**src/rtl/vga_blink_scheduler.sv**
```systemverilog
// Frame-synchronous colour/blink sequencer for the 3-bit VGA pixel path.
// Optional colour-cycle mode is built only when VGA_SCHED_CYCLE_EN is defined.
module vga_blink_scheduler #(
    parameter int CNT_W   = 8,
    parameter int DEF_ON  = 30,
    parameter int DEF_OFF = 30
) (
    input  logic             clk,
    input  logic             reset,
    input  logic             frame_tick,
    input  logic             in_display,
    input  logic             cfg_valid,
    output logic             cfg_ready,
    input  logic [1:0]       cfg_mode,
    input  logic [2:0]       cfg_color,
    input  logic [CNT_W-1:0] cfg_on,
    input  logic [CNT_W-1:0] cfg_off,
    output logic [2:0]       pixel,
    output logic             phase_on,
    output logic [CNT_W-1:0] frame_cnt
);
    typedef enum logic [2:0] {
        ST_DARK, ST_SOLID, ST_BLINK_ON, ST_BLINK_OFF, ST_CYCLE
    } state_t;

    localparam logic [1:0]       MODE_SOLID = 2'b00;
    localparam logic [1:0]       MODE_BLINK = 2'b01;
    localparam logic [1:0]       MODE_CYCLE = 2'b10;
    localparam logic [1:0]       MODE_DARK  = 2'b11;
    localparam logic [CNT_W-1:0] ONE        = CNT_W'(1);

    state_t             state_q, state_d;
    logic [1:0]         mode_q, mode_d, pend_mode_q, pend_mode_d;
    logic [2:0]         color_q, color_d, pend_color_q, pend_color_d;
    logic [CNT_W-1:0]   on_q, on_d, pend_on_q, pend_on_d;
    logic [CNT_W-1:0]   off_q, off_d, pend_off_q, pend_off_d;
    logic [CNT_W-1:0]   frame_cnt_q, frame_cnt_d;
    logic               pend_valid_q, pend_valid_d;
    logic [2:0]         pixel_q, pixel_d;
    logic [2:0]         cidx_q, cidx_d;
    logic [2:0]         src;
    logic [CNT_W-1:0]   on_lim, off_lim;
    logic               commit;

    // Zero lengths behave as one frame, so the terminal count is 0 either way.
    assign on_lim  = (on_q  == '0) ? '0 : on_q  - ONE;
    assign off_lim = (off_q == '0) ? '0 : off_q - ONE;
    assign commit  = frame_tick && pend_valid_q;

    always_comb begin
        state_d      = state_q;
        mode_d       = mode_q;
        color_d      = color_q;
        on_d         = on_q;
        off_d        = off_q;
        pend_mode_d  = pend_mode_q;
        pend_color_d = pend_color_q;
        pend_on_d    = pend_on_q;
        pend_off_d   = pend_off_q;
        pend_valid_d = pend_valid_q;
        frame_cnt_d  = frame_cnt_q;
        cidx_d       = cidx_q;

        if (cfg_valid && !pend_valid_q) begin
            pend_valid_d = 1'b1;
            pend_mode_d  = cfg_mode;
            pend_color_d = cfg_color;
            pend_on_d    = cfg_on;
            pend_off_d   = cfg_off;
        end

        if (commit) begin
            pend_valid_d = 1'b0;
            mode_d       = pend_mode_q;
            color_d      = pend_color_q;
            on_d         = pend_on_q;
            off_d        = pend_off_q;
            frame_cnt_d  = '0;
            case (pend_mode_q)
                MODE_SOLID: state_d = ST_SOLID;
                MODE_BLINK: state_d = ST_BLINK_ON;
`ifdef VGA_SCHED_CYCLE_EN
                MODE_CYCLE: begin
                    state_d = ST_CYCLE;
                    cidx_d  = (pend_color_q == 3'd0) ? 3'd1 : pend_color_q;
                end
`else
                MODE_CYCLE: state_d = ST_SOLID;
`endif
                MODE_DARK:  state_d = ST_DARK;
                default:    state_d = ST_DARK;
            endcase
        end else if (frame_tick) begin
            case (state_q)
                ST_BLINK_ON: begin
                    if (frame_cnt_q == on_lim) begin
                        state_d     = ST_BLINK_OFF;
                        frame_cnt_d = '0;
                    end else frame_cnt_d = frame_cnt_q + ONE;
                end
                ST_BLINK_OFF: begin
                    if (frame_cnt_q == off_lim) begin
                        state_d     = ST_BLINK_ON;
                        frame_cnt_d = '0;
                    end else frame_cnt_d = frame_cnt_q + ONE;
                end
`ifdef VGA_SCHED_CYCLE_EN
                ST_CYCLE: begin
                    if (frame_cnt_q == on_lim) begin
                        cidx_d      = (cidx_q == 3'd7) ? 3'd1 : cidx_q + 3'd1;
                        frame_cnt_d = '0;
                    end else frame_cnt_d = frame_cnt_q + ONE;
                end
`endif
                default: frame_cnt_d = '0;
            endcase
        end

        case (state_q)
            ST_SOLID, ST_BLINK_ON: src = color_q;
`ifdef VGA_SCHED_CYCLE_EN
            ST_CYCLE:              src = cidx_q;
`endif
            default:               src = 3'b000;
        endcase
        pixel_d = in_display ? src : 3'b000;
    end

    always_ff @(posedge clk) begin
        if (reset) begin
            state_q      <= ST_DARK;
            mode_q       <= MODE_DARK;
            color_q      <= 3'b111;
            on_q         <= CNT_W'(DEF_ON);
            off_q        <= CNT_W'(DEF_OFF);
            pend_mode_q  <= MODE_DARK;
            pend_color_q <= 3'b000;
            pend_on_q    <= '0;
            pend_off_q   <= '0;
            pend_valid_q <= 1'b0;
            frame_cnt_q  <= '0;
            cidx_q       <= 3'd1;
            pixel_q      <= 3'b000;
        end else begin
            state_q      <= state_d;
            mode_q       <= mode_d;
            color_q      <= color_d;
            on_q         <= on_d;
            off_q        <= off_d;
            pend_mode_q  <= pend_mode_d;
            pend_color_q <= pend_color_d;
            pend_on_q    <= pend_on_d;
            pend_off_q   <= pend_off_d;
            pend_valid_q <= pend_valid_d;
            frame_cnt_q  <= frame_cnt_d;
            cidx_q       <= cidx_d;
            pixel_q      <= pixel_d;
        end
    end

    assign cfg_ready = !pend_valid_q;
    assign phase_on  = (state_q == ST_SOLID) || (state_q == ST_BLINK_ON) ||
                       (state_q == ST_CYCLE);
    assign pixel     = pixel_q;
    assign frame_cnt = frame_cnt_q;
endmodule

```
**config.mk**
```make
export PLATFORM = sky130hd
export DESIGN_NAME = vga_blink_scheduler
export DESIGN_NICKNAME = d
export VERILOG_FILES = /design/src/rtl/vga_blink_scheduler.sv
export SDC_FILE = /design/constraint.sdc
export NUM_CORES = 1
export LEC_CHECK = 0
export CAP_MARGIN = 0
export CORE_MARGIN = 2
export CORE_UTILIZATION = 30
export DETAILED_ROUTE_END_ITERATION = 8
export GPL_TIMING_DRIVEN = 1
export SLEW_MARGIN = 20
export SYNTH_ARGS = -nofsm -noshare
export SYNTH_HDL_FRONTEND = slang
export SYNTH_SLANG_ARGS = --single-unit
```
**constraint.sdc**
```tcl
create_clock -name clk -period 3 [get_ports clk]
set_input_delay 0.6 -clock clk [delete_from_list [all_inputs] [get_ports clk]]
set_output_delay 0.6 -clock clk [all_outputs]
set_load 0.02 [all_outputs]
```
==> flow_metrics.env <==
export IMPL_synthAdderAreaFrac=0.0212
export IMPL_hold_violations=0
export IMPL_relSlewSlack=0.512
export IMPL_wire_per_inst_um=12.8
export IMPL_synthMuxAreaShare=0.0106
export IMPL_rows=36
export IMPL_ys_flop_type="dfxtp_1"
export IMPL_numCtsBuffers=5
export IMPL_power_density_nw_per_um2=402
export IMPL_cp_max_fo=10
export IMPL_synth_edff_count=0
export IMPL_grt_pass1_wl_um=11300
export IMPL_synth_top_family_by_area="simple AND/OR/NAND/NOR gates"
export IMPL_r2r_slack_ps=160
export IMPL_synth_seq_cells=54
export IMPL_netlist_area_um2=2950
export IMPL_synth_area_per_cell_um2=7.65
export IMPL_area_growth_pct=19.6
export IMPL_final_max_slew_violation_count=0
export IMPL_num_vias=2675
export IMPL_placed_cell_area_um2=3420
export IMPL_hp_start="pend_off_q[1]"
export IMPL_hp_class="reg2reg"
export IMPL_status="complete, no violations"
export IMPL_route_antenna_remaining_nets=0
export IMPL_clk_path_buf_depth=2
export IMPL_worst_slew_pin_slew_ps=730
export IMPL_required_ps=3230
export IMPL_initialDrtViolationCount=157
export IMPL_min_period_ps=2840
export IMPL_mostFrequentLayoutCells="nand2_1 (96), dfxtp_1 (51), clkdlybuf4s50_1 (38), a21oi_1 (36)"
export IMPL_cts_sinks=54
export IMPL_grt_overflow=0
export IMPL_setup_violations=0
export IMPL_setup_ws_ps=164
export IMPL_start_util=0.305
export IMPL_worstHoldEndpoint="pend_off_q[1]"
export IMPL_leakage_uw=0.00124
export IMPL_yosysWarningCount=0
export IMPL_rr_worst_depth=10
export IMPL_antenna_found_initial=0
export IMPL_totalWireLength_um=6900
export IMPL_fmax_ghz=0.353
export IMPL_diodes=0
export IMPL_tritoncts="yes"
export IMPL_yosys_area_share_simple=0.334
export IMPL_dieArea_um2=10700
export IMPL_portBuffers=38
export IMPL_crit_type="reg2reg"
export IMPL_nNetsFinal=437
export IMPL_clk_latency_ps=310
export IMPL_final_common_cell="nand2_1"
export IMPL_ys_seq_area_frac=0.366
export IMPL_viasPerCell=4.96
export IMPL_clkTransAtPathRegs_ps=110
export IMPL_grt_max_degree=23
export IMPL_crit_path_top_delay_cell="or3b_4"
export IMPL_skew_ps=8.80
export IMPL_crit_chain="inv_1 > ha_1 > nor3b_2 > a211o_1 > nand4b_1 > nor4_1 > o221ai_1 > a32o_2 > or3b_4 > a221oi_2"
export IMPL_slowest_delay_ps=390
export IMPL_whs_path_depth=2
export IMPL_arrival_ps=3060
export IMPL_fin_area_um2=3530
export IMPL_p_total_uw=1420
export IMPL_cts_root_buf="clkbuf_8"
export IMPL_timing_rr_end="state_q[1]"
export IMPL_grt_pass1_vias=2444
export IMPL_fp_dieH_um=103
export IMPL_syn_num_nets=417
export IMPL_core_area_um2=9680
export IMPL_layout_drive_gt1_share=0.0714
export IMPL_synth_compound_area_frac=0.170
export IMPL_pin_count=39
export IMPL_routabilityCongestion=0.867
export IMPL_drv_cap=0
export IMPL_cts_hold_buf=0
export IMPL_fillers=1038
export IMPL_die_w_um=103
export IMPL_worstSetupEndpointType="flip-flop"
export IMPL_syn_inst=386
export IMPL_start_kind="flip-flop"
export IMPL_period_share=0.945
export IMPL_synthArstFlopShare=0
export IMPL_dp_worst_setup_slack_ps=115
export IMPL_synth_xor_area_frac=0.0373
export IMPL_grt_usage=0.132
export IMPL_yosysUniqueCellTypes=57
export IMPL_ir_worst_vdd_mv=0.219
export IMPL_first_pass_iters=5
export IMPL_cts_htree_levels=2
export IMPL_reg2reg_from="off_q[1]"
export IMPL_drcViolationCount=0
export IMPL_dp_hpwl_um=4950
stage by stage:
stage	instances	utilization	hold WS, ps	setup TNS [ps]
global placement	532	0.354	443	0
floorplan	386	-	428	0
finish	539	0.365	460	0
detailed placement	532	0.354	444	0
CTS	539	0.363	465	0
global route	539	0.365	481	-38.4
report_power, final:
| part | switching [uW] | leakage, uW | internal (uW) | total (uW) |
|---|---|---|---|---|
| Combinational | 105 | 0.000757 | 105 | 210 |
| Sequential | 34.3 | 0.000442 | 751 | 785 |
| Clock | 259 | 0.0000450 | 167 | 426 |
worst max-delay path, delay by kind of cell, from the launching register on:
family,cells,cell delay [ps]
AO/OA/AOI/OAI,4,920
adder cells (fa/ha/maj),1,330
buffers and inverters,1,90
flip-flops,1,370
AND/OR/NAND/NOR,4,1060
layout make-up:
type,count,area [um2],area share
flip-flops and latches,54,1080,0.307
repair buffers,45,433,0.123
clock inverters,2,17.5,0.00496
clock buffers,5,68.8,0.0195
multi-input cells,286,1710,0.484
well taps,133,166,0.0471
inverters,14,52.6,0.0149
layer usage:
metal | track usage | share of wire
met4 | 0.0283 | 0.011
met3 | 0.0242 | 0.034
met5 | 0 | 0
met2 | 0.212 | 0.46
met1 | 0.185 | 0.49
state kept, by name, indices dropped and copies added (netlist names):
name	flops
frame_cnt	8
off_q	8
on_q	8
pend_off_q	8
pend_on_q	8
color_q	3
pend_color_q	3
pixel	3
pend_mode_q	2
state_q	2
pend_valid_q	1
timing repair:
item,4_1_cts,5_1_grt
buffers inserted,0,0
setup endpoints to repair,0,7
gates resized for setup,0,6
cell families (layout without fill, tap and decap cells):
kind of cell | after synthesis | in the layout
buffers and inverters | 46 | 66
flip-flops | 54 | 54
XOR/XNOR | 11 | 11
AND/OR/NAND/NOR | 191 | 191
AO/OA/AOI/OAI | 76 | 76
adder cells (fa/ha/maj) | 5 | 5
multiplexers | 3 | 3
synth_stat cells (all sizes together), types with 2 or more instances:
cell,count,share of area
nand4b,2,0.0059
a211o,4,0.012
nand3,10,0.017
and2,6,0.013
nor2b,6,0.013
o211ai,5,0.013
nand3b,14,0.036
or4,6,0.017
buf,3,0.0068
nand2b,8,0.017
nor3,8,0.014
inv,14,0.018
xnor2,8,0.024
dfxtp,54,0.37
o31ai,2,0.0051
or3,2,0.0059
nor2,8,0.010
o221ai,2,0.0059
nor3b,6,0.015
o21ai,5,0.0085
a22oi,2,0.0051
ha,5,0.021
mux2i,2,0.0068
or3b,2,0.0068
nor4,8,0.019
nand2,96,0.12
a21oi,36,0.061
xor2,2,0.0059
clkbuf,29,0.037
and4,3,0.0089
a31oi,4,0.0085
nand4,2,0.0042
a32o,3,0.011
a211oi,3,0.0076
how the worst max path moves through the flow:
stage / start / to / slack [ps] / depth (start not counted)
finish: off_q[1] / state_q[1] / 160 / 10
global route: off_q[1] / state_q[1] / -40 / 10
CTS: off_q[0] / state_q[1] / 100 / 10
detailed placement: off_q[0] / state_q[1] / 120 / 10
global placement: off_q[0] / state_q[1] / 170 / 10
floorplan: on_q[0] / state_q[1] / 130 / 12
Note: power is estimated with default switching activity, not from simulation.
